--- config.mk ---
export PLATFORM = sky130hd
export DESIGN_NAME = lbist_boot_sequencer
export DESIGN_NICKNAME = d
export VERILOG_FILES = /design/src/rtl/lbist_seq_pkg.sv /design/src/rtl/lbist_seq_cnt.sv /design/src/rtl/lbist_boot_sequencer.sv
export SDC_FILE = /design/constraint.sdc
export NUM_CORES = 1
export LEC_CHECK = 0
export ABC_AREA = 0
export ABC_CLOCK_PERIOD_IN_PS = 7950
export BUFFER_PORTS_ARGS = -buffer_cell sky130_fd_sc_hd__buf_2
export CAP_MARGIN = 10
export CORE_ASPECT_RATIO = 2
export CORE_MARGIN = 4
export CORE_UTILIZATION = 55
export DETAILED_ROUTE_END_ITERATION = 7
export HOLD_SLACK_MARGIN = 0.06
export PLACE_DENSITY = 0.86
export SETUP_SLACK_MARGIN = 0.05
export SYNTH_ARGS = -nofsm -noshare
export SYNTH_HDL_FRONTEND = slang
export SYNTH_SLANG_ARGS = --single-unit
--- constraint.sdc ---
create_clock -name clk -period 7.95 [get_ports clk]
set_clock_uncertainty 0.1 [all_clocks]
set_input_delay 0.795 -clock clk [delete_from_list [all_inputs] [get_ports clk]]
set_output_delay 0.795 -clock clk [all_outputs]
set_load 0.02 [all_outputs]
--- src/rtl/lbist_seq_pkg.sv ---
// Shared types and default constants for the LBIST boot sequencer.
package lbist_seq_pkg;

    // State encoding is exported on state_o, so the values are fixed.
    typedef enum logic [2:0] {
        S_IDLE     = 3'd0,
        S_ARM      = 3'd1,
        S_RUN      = 3'd2,
        S_SETTLE   = 3'd3,
        S_RST_HOLD = 3'd4,
        S_RUN_CORE = 3'd5,
        S_FAIL     = 3'd6
    } lbist_seq_state_e;

    localparam int DEF_TIMEOUT_CYCLES    = 65536;
    localparam int DEF_SETTLE_CYCLES     = 2;
    localparam int DEF_RESET_WAIT_CYCLES = 4;
    localparam int DEF_MAX_RETRIES       = 1;
    localparam int DEF_BYPASS_BIST       = 0;

    function automatic int max3(input int a, input int b, input int c);
        int m;
        m = (a > b) ? a : b;
        return (m > c) ? m : c;
    endfunction

    // A state lasting N cycles loads N-1: the exit edge is the one that sees zero.
    function automatic int load_of(input int cycles);
        return (cycles > 0) ? cycles - 1 : 0;
    endfunction

endpackage

--- src/rtl/lbist_seq_cnt.sv ---
// Loadable saturating down-counter shared by every timed state.
module lbist_seq_cnt #(
    parameter int CNT_W = 17
) (
    input  logic             clk,
    input  logic             rst,
    input  logic             load_i,
    input  logic [CNT_W-1:0] load_val_i,
    output logic             zero_o
);

    logic [CNT_W-1:0] cnt_q;
    logic [CNT_W-1:0] cnt_d;

    // Load on request, otherwise count down and hold at zero.
    always_comb begin
        cnt_d = cnt_q;
        if (load_i) begin
            cnt_d = load_val_i;
        end else if (cnt_q != '0) begin
            cnt_d = cnt_q - CNT_W'(1);
        end
    end

    // Counter register.
    always_ff @(posedge clk or posedge rst) begin
        if (rst) begin
            cnt_q <= '0;
        end else begin
            cnt_q <= cnt_d;
        end
    end

    assign zero_o = (cnt_q == '0);

endmodule

--- src/rtl/lbist_boot_sequencer.sv ---
// LBIST-then-boot sequencer: runs BIST with timeout and retry, then releases the core.
module lbist_boot_sequencer
    import lbist_seq_pkg::*;
#(
    parameter int TIMEOUT_CYCLES    = DEF_TIMEOUT_CYCLES,
    parameter int SETTLE_CYCLES     = DEF_SETTLE_CYCLES,
    parameter int RESET_WAIT_CYCLES = DEF_RESET_WAIT_CYCLES,
    parameter int MAX_RETRIES       = DEF_MAX_RETRIES,
    parameter int BYPASS_BIST       = DEF_BYPASS_BIST
) (
    input  logic                               clk,
    input  logic                               rst,
    input  logic                               start_i,
    input  logic                               bist_done_i,
    input  logic                               go_nogo_i,
    input  logic                               fetch_enable_i,
    output logic                               test_mode_o,
    output logic                               bist_start_o,
    output logic                               core_rst_n_o,
    output logic                               fetch_enable_o,
    output logic                               bist_pass_o,
    output logic                               bist_fail_o,
    output logic                               timeout_o,
    output logic [$clog2(MAX_RETRIES+2)-1:0]   attempts_o,
    output logic [2:0]                         state_o
);

    localparam int ATT_W = $clog2(MAX_RETRIES + 2);
    localparam int CNT_W = $clog2(max3(TIMEOUT_CYCLES, SETTLE_CYCLES, RESET_WAIT_CYCLES) + 1);

    lbist_seq_state_e state_q, state_d;
    logic             test_mode_q, test_mode_d;
    logic             bist_start_q, bist_start_d;
    logic             core_rst_n_q, core_rst_n_d;
    logic             fetch_enable_q, fetch_enable_d;
    logic             bist_pass_q, bist_pass_d;
    logic             bist_fail_q, bist_fail_d;
    logic             timeout_q, timeout_d;
    logic [ATT_W-1:0] attempts_q, attempts_d;

    logic             cnt_load;
    logic [CNT_W-1:0] cnt_load_val;
    logic             cnt_zero;
    logic             retry_ok;
    logic             enter_run;

    lbist_seq_cnt #(
        .CNT_W (CNT_W)
    ) u_cnt (
        .clk        (clk),
        .rst        (rst),
        .load_i     (cnt_load),
        .load_val_i (cnt_load_val),
        .zero_o     (cnt_zero)
    );

    // attempts_q already counts the attempt that just ended.
    assign retry_ok = (int'(attempts_q) <= MAX_RETRIES);

    // Next state, counter reload and registered-output values derived from the next state.
    always_comb begin
        state_d     = state_q;
        timeout_d   = timeout_q;
        bist_pass_d = bist_pass_q;

        case (state_q)
            S_IDLE: begin
                if (start_i) begin
                    state_d = (BYPASS_BIST != 0) ? S_RST_HOLD : S_ARM;
                end
            end
            S_ARM: begin
                if (cnt_zero) begin
                    state_d = S_RUN;
                end
            end
            S_RUN: begin
                // A done strobe wins over a timeout landing on the same edge.
                if (bist_done_i) begin
                    timeout_d = 1'b0;
                    if (go_nogo_i) begin
                        state_d     = S_SETTLE;
                        bist_pass_d = 1'b1;
                    end else begin
                        state_d = retry_ok ? S_ARM : S_FAIL;
                    end
                end else if (cnt_zero) begin
                    timeout_d = 1'b1;
                    state_d   = retry_ok ? S_ARM : S_FAIL;
                end
            end
            S_SETTLE: begin
                if (cnt_zero) begin
                    state_d = S_RST_HOLD;
                end
            end
            S_RST_HOLD: begin
                if (cnt_zero) begin
                    state_d = S_RUN_CORE;
                end
            end
            S_RUN_CORE: state_d = S_RUN_CORE;
            S_FAIL:     state_d = S_FAIL;
            default:    state_d = S_IDLE;
        endcase

        cnt_load = (state_d != state_q);
        case (state_d)
            S_ARM, S_SETTLE: cnt_load_val = CNT_W'(load_of(SETTLE_CYCLES));
            S_RUN:           cnt_load_val = CNT_W'(load_of(TIMEOUT_CYCLES));
            S_RST_HOLD:      cnt_load_val = CNT_W'(load_of(RESET_WAIT_CYCLES));
            default:         cnt_load_val = '0;
        endcase

        enter_run      = (state_d == S_RUN) && (state_q != S_RUN);
        bist_start_d   = enter_run;
        attempts_d     = attempts_q + ATT_W'(enter_run);
        test_mode_d    = (state_d == S_ARM) || (state_d == S_RUN);
        core_rst_n_d   = (state_d == S_RUN_CORE);
        fetch_enable_d = core_rst_n_d && fetch_enable_i;
        bist_fail_d    = bist_fail_q || (state_d == S_FAIL);
    end

    // State and output registers, all cleared asynchronously.
    always_ff @(posedge clk or posedge rst) begin
        if (rst) begin
            state_q        <= S_IDLE;
            test_mode_q    <= 1'b0;
            bist_start_q   <= 1'b0;
            core_rst_n_q   <= 1'b0;
            fetch_enable_q <= 1'b0;
            bist_pass_q    <= 1'b0;
            bist_fail_q    <= 1'b0;
            timeout_q      <= 1'b0;
            attempts_q     <= '0;
        end else begin
            state_q        <= state_d;
            test_mode_q    <= test_mode_d;
            bist_start_q   <= bist_start_d;
            core_rst_n_q   <= core_rst_n_d;
            fetch_enable_q <= fetch_enable_d;
            bist_pass_q    <= bist_pass_d;
            bist_fail_q    <= bist_fail_d;
            timeout_q      <= timeout_d;
            attempts_q     <= attempts_d;
        end
    end

    assign test_mode_o    = test_mode_q;
    assign bist_start_o   = bist_start_q;
    assign core_rst_n_o   = core_rst_n_q;
    assign fetch_enable_o = fetch_enable_q;
    assign bist_pass_o    = bist_pass_q;
    assign bist_fail_o    = bist_fail_q;
    assign timeout_o      = timeout_q;
    assign attempts_o     = attempts_q;
    assign state_o        = state_q;

endmodule

==> flow_metrics.py <==
metrics = {
    "floorplanning": {
        "fp.dieArea_um2": 3880,
        "num_io_pins": 18,
        "num_rows": 27,
        "dieWidth_um": 46.1,
        "core-area_um2": 2770,
        "die_h_um": 84.1,
        "initial_utilization_pct": 57.5,
    },
    "logic_synthesis": {
        "yosys.area_share.adder_pct": 2.35,
        "syn_avg_cell_area_um2": 9.60,
        "synth_area_leaders": "dfrtp_1, a21oi_1, xnor2_1, xor2_1, nand2_1",
        "yosysWarnings": 0,
        "synth_enable_flop_cells": 0,
        "ys.flop_type": "dfrtp_1",
        "async_reset_ff_share_pct": 100,
        "ys_ff_latch": 29,
        "synth_top_area_cell": "dfrtp_1",
        "synth.most_common_cell": "dfrtp_1",
        "yosysSeqAreaShare_pct": 45.5,
        "synth_top_cell_area_share_pct": 45.5,
        "synth_top_family_by_area": "simple AND/OR/NAND/NOR gates",
        "synth_common_cells": "dfrtp_1, nand2_1, nor2_1",
        "syn_area_um2": 1590,
        "synth_compound_area_share_pct": 13.2,
        "muxShareOfSynthArea_pct": 0,
        "yosys.area_share.xor_xnor_pct": 7.69,
        "yosys.area_share.simple_pct": 27.3,
        "netlist-cell-type-count": 44,
        "syn-num-nets": 175,
        "netlist_instances": 166,
    },
    "clocking": {
        "hold_buffers": 0,
        "cts_setup_buffers": 0,
        "cts.path.max_buffers": 2,
        "cts_sinks": 29,
        "cts_resized": 0,
        "tritoncts": "built",
        "cts_root_buf": "clkbuf_8",
        "clkTransAtPathRegs_ns": 0.06,
        "numCtsBuffers": 5,
        "clk_latency_ns": 0.28,
        "htreeDepth": 2,
    },
    "global_route": {
        "grt.overflow.total": 0,
        "top_usage_layer": "met2",
        "grt_pass1_wl_mm": 6.10,
        "antenna_found_initial": 0,
        "use_met2_pct": 37.1,
        "grt_pass1_vias": 1376,
        "met3_usage_pct": 3.86,
        "grt_use_total_pct": 21.2,
        "grt_max_degree": 30,
        "use_met1_pct": 21.5,
    },
    "setup_path": {
        "r2r_slack_ns": 4.85,
        "cp.required_ns": 8.02,
        "cp_max_fo": 18,
        "r2r_end": "u_cnt.cnt_q[0]",
        "startpoint_type": "flip-flop",
        "arrival_ns": 3.17,
        "r2r_cells": 9,
        "path_class": "reg2reg",
        "rr_startpoint": "u_cnt.cnt_q[1]",
        "worstSetupEndpointType": "flip-flop",
    },
    "sta": {
        "post-route-period-util_pct": 39.0,
        "fmax_mhz": 322,
        "maxSlewViolCount": 0,
        "max-slew-margin-rel_pct": 28.6,
        "finalHoldViolCount": 0,
        "fin_tns_setup_ns": 0,
        "min_period_ns": 3.10,
        "tightest_slew_ns": 1.07,
        "finalSetupViolCount": 0,
        "rsz0062_at_grt": "no",
    },
    "placement": {
        "port_buffers": 17,
        "dp_hpwl_mm": 2.63,
        "gp_congestion": 0.805,
        "dpl.cell_count": 207,
    },
    "routing": {
        "finalWirelength_mm": 3.60,
        "dr.pass1.iters": 4,
        "drt_iter0_markers": 33,
        "ant_nets": 0,
        "via_per_inst": 6.10,
        "drcViolationCount": 0,
        "vias": 1312,
        "wl_per_cell_um": 16.7,
    },
    "hold_path": {
        "min_from": "bist_fail_o",
        "hold_path.class": "reg2reg",
        "min_path_cells": 1,
        "min_delay_worst_endpoint": "bist_fail_o",
    },
    "power_and_ir_drop": {
        "finalPower_mw": 0.310,
        "leakagePower_nw": 0.874,
        "p_per_area_nw_per_um2": 172,
        "vdd_drop_max_v": 0.000187,
    },
    "outcome": {
        "status": "complete, no violations",
    },
    "layout": {
        "area_growth_syn_to_layout_pct": 12.9,
        "finalNonFillerCells": 215,
        "drive_above_1_share_pct": 19.9,
        "diodes": 0,
        "final_util_pct": 65.0,
        "fin_nets": 194,
    },
    "flow_run": {
        "max_cap_violations": 0,
    },
}
==> cell families (layout without fill, tap and decap cells) <==
logic type	count (synthesis)	count (layout)
AOI/OAI and AO/OA	34	34
xor gates and xnor gates	14	14
adders and majority gates	3	3
buffers and inverters	12	32
DFF	29	29
and+or+nand+nor	74	74
==> cells in the final DEF, fill, tap and decap left out, types with 2 or more instances in the layout <==
cell / count
nand4_1: 4
nor2_1: 16
nor4_1: 2
o31ai_1: 3
a21oi_1: 14
nor2b_1: 4
xnor2_1: 7
o21ai_0: 6
inv_1: 6
and2_1: 4
a21o_1: 2
dfrtp_1: 29
buf_2: 17
or4_4: 3
nor3_2: 2
clkbuf_8: 6
nor4_2: 2
nand3_1: 6
xor2_1: 7
nor3_1: 3
ha_1: 3
nand2_1: 16
==> worst max-delay path by stage <==
| stage | from | to | slack, ns | cells past startpoint |
|---|---|---|---|---|
| floorplan | bist_done_i | u_cnt.cnt_q[12] | 5.34 | 9 |
| global placement | u_cnt.cnt_q[0] | u_cnt.cnt_q[0] | 5.00 | 9 |
| detailed placement | u_cnt.cnt_q[0] | u_cnt.cnt_q[0] | 4.92 | 9 |
| CTS | u_cnt.cnt_q[0] | u_cnt.cnt_q[0] | 4.89 | 9 |
| global route | u_cnt.cnt_q[0] | u_cnt.cnt_q[8] | 4.56 | 10 |
| finish | u_cnt.cnt_q[1] | u_cnt.cnt_q[0] | 4.85 | 9 |
==> worst max-delay path, stage by stage, from the launching register on <==
cell,delay [ns]
dfrtp_1,0.42
inv_1,0.10
ha_1,0.17
nor4b_1,0.51
nand4_2,0.49
or2_0,0.36
a21oi_1,0.23
nor3_1,0.10
buf_4,0.22
o31a_1,0.30
==> metal layers <==
metal	share of wire, %	vias up
met1	34	630
met3	3.0	15
met5	0	-
met2	58	45
met4	4.4	0
li1	-	622
==> sequential cells by signal, indices dropped and copies added (netlist names) <==
signal / flops
bist_fail_o: 1
u_cnt.cnt_q: 17
bist_pass_o: 1
attempts_o: 2
bist_start_o: 1
state_o: 3
core_rst_n_o: 1
timeout_o: 1
fetch_enable_o: 1
test_mode_o: 1
==> metrics by stage <==
step | worst slack, ns | hold WS (ns) | area (um^2)
2_1_floorplan | 5.34 | 0.440 | 1590
3_3_place_gp | 5.00 | 0.332 | 1680
3_5_place_dp | 4.92 | 0.348 | 1680
4_1_cts | 4.89 | 0.362 | 1800
5_1_grt | 4.56 | 0.392 | 1800
6_report | 4.85 | 0.361 | 1800
==> layout make-up <==
class	instances	area, um^2
Inverter	6	22.5
Clock inverter	1	30.0
Multi-Input combinational cell	125	806
Timing Repair Buffer	18	92.6
Clock buffer	7	86.3
Fill cell	214	971
Tap cell	29	36.3
Sequential cell	29	726
==> report_power, final <==
part	internal (mW)	total [mW]	switching [mW]
Clock	0.102	0.157	0.0547
Sequential	0.148	0.148	0
Combinational	0.00149	0.00576	0.00427
Note: power is estimated with default switching activity, not from simulation.
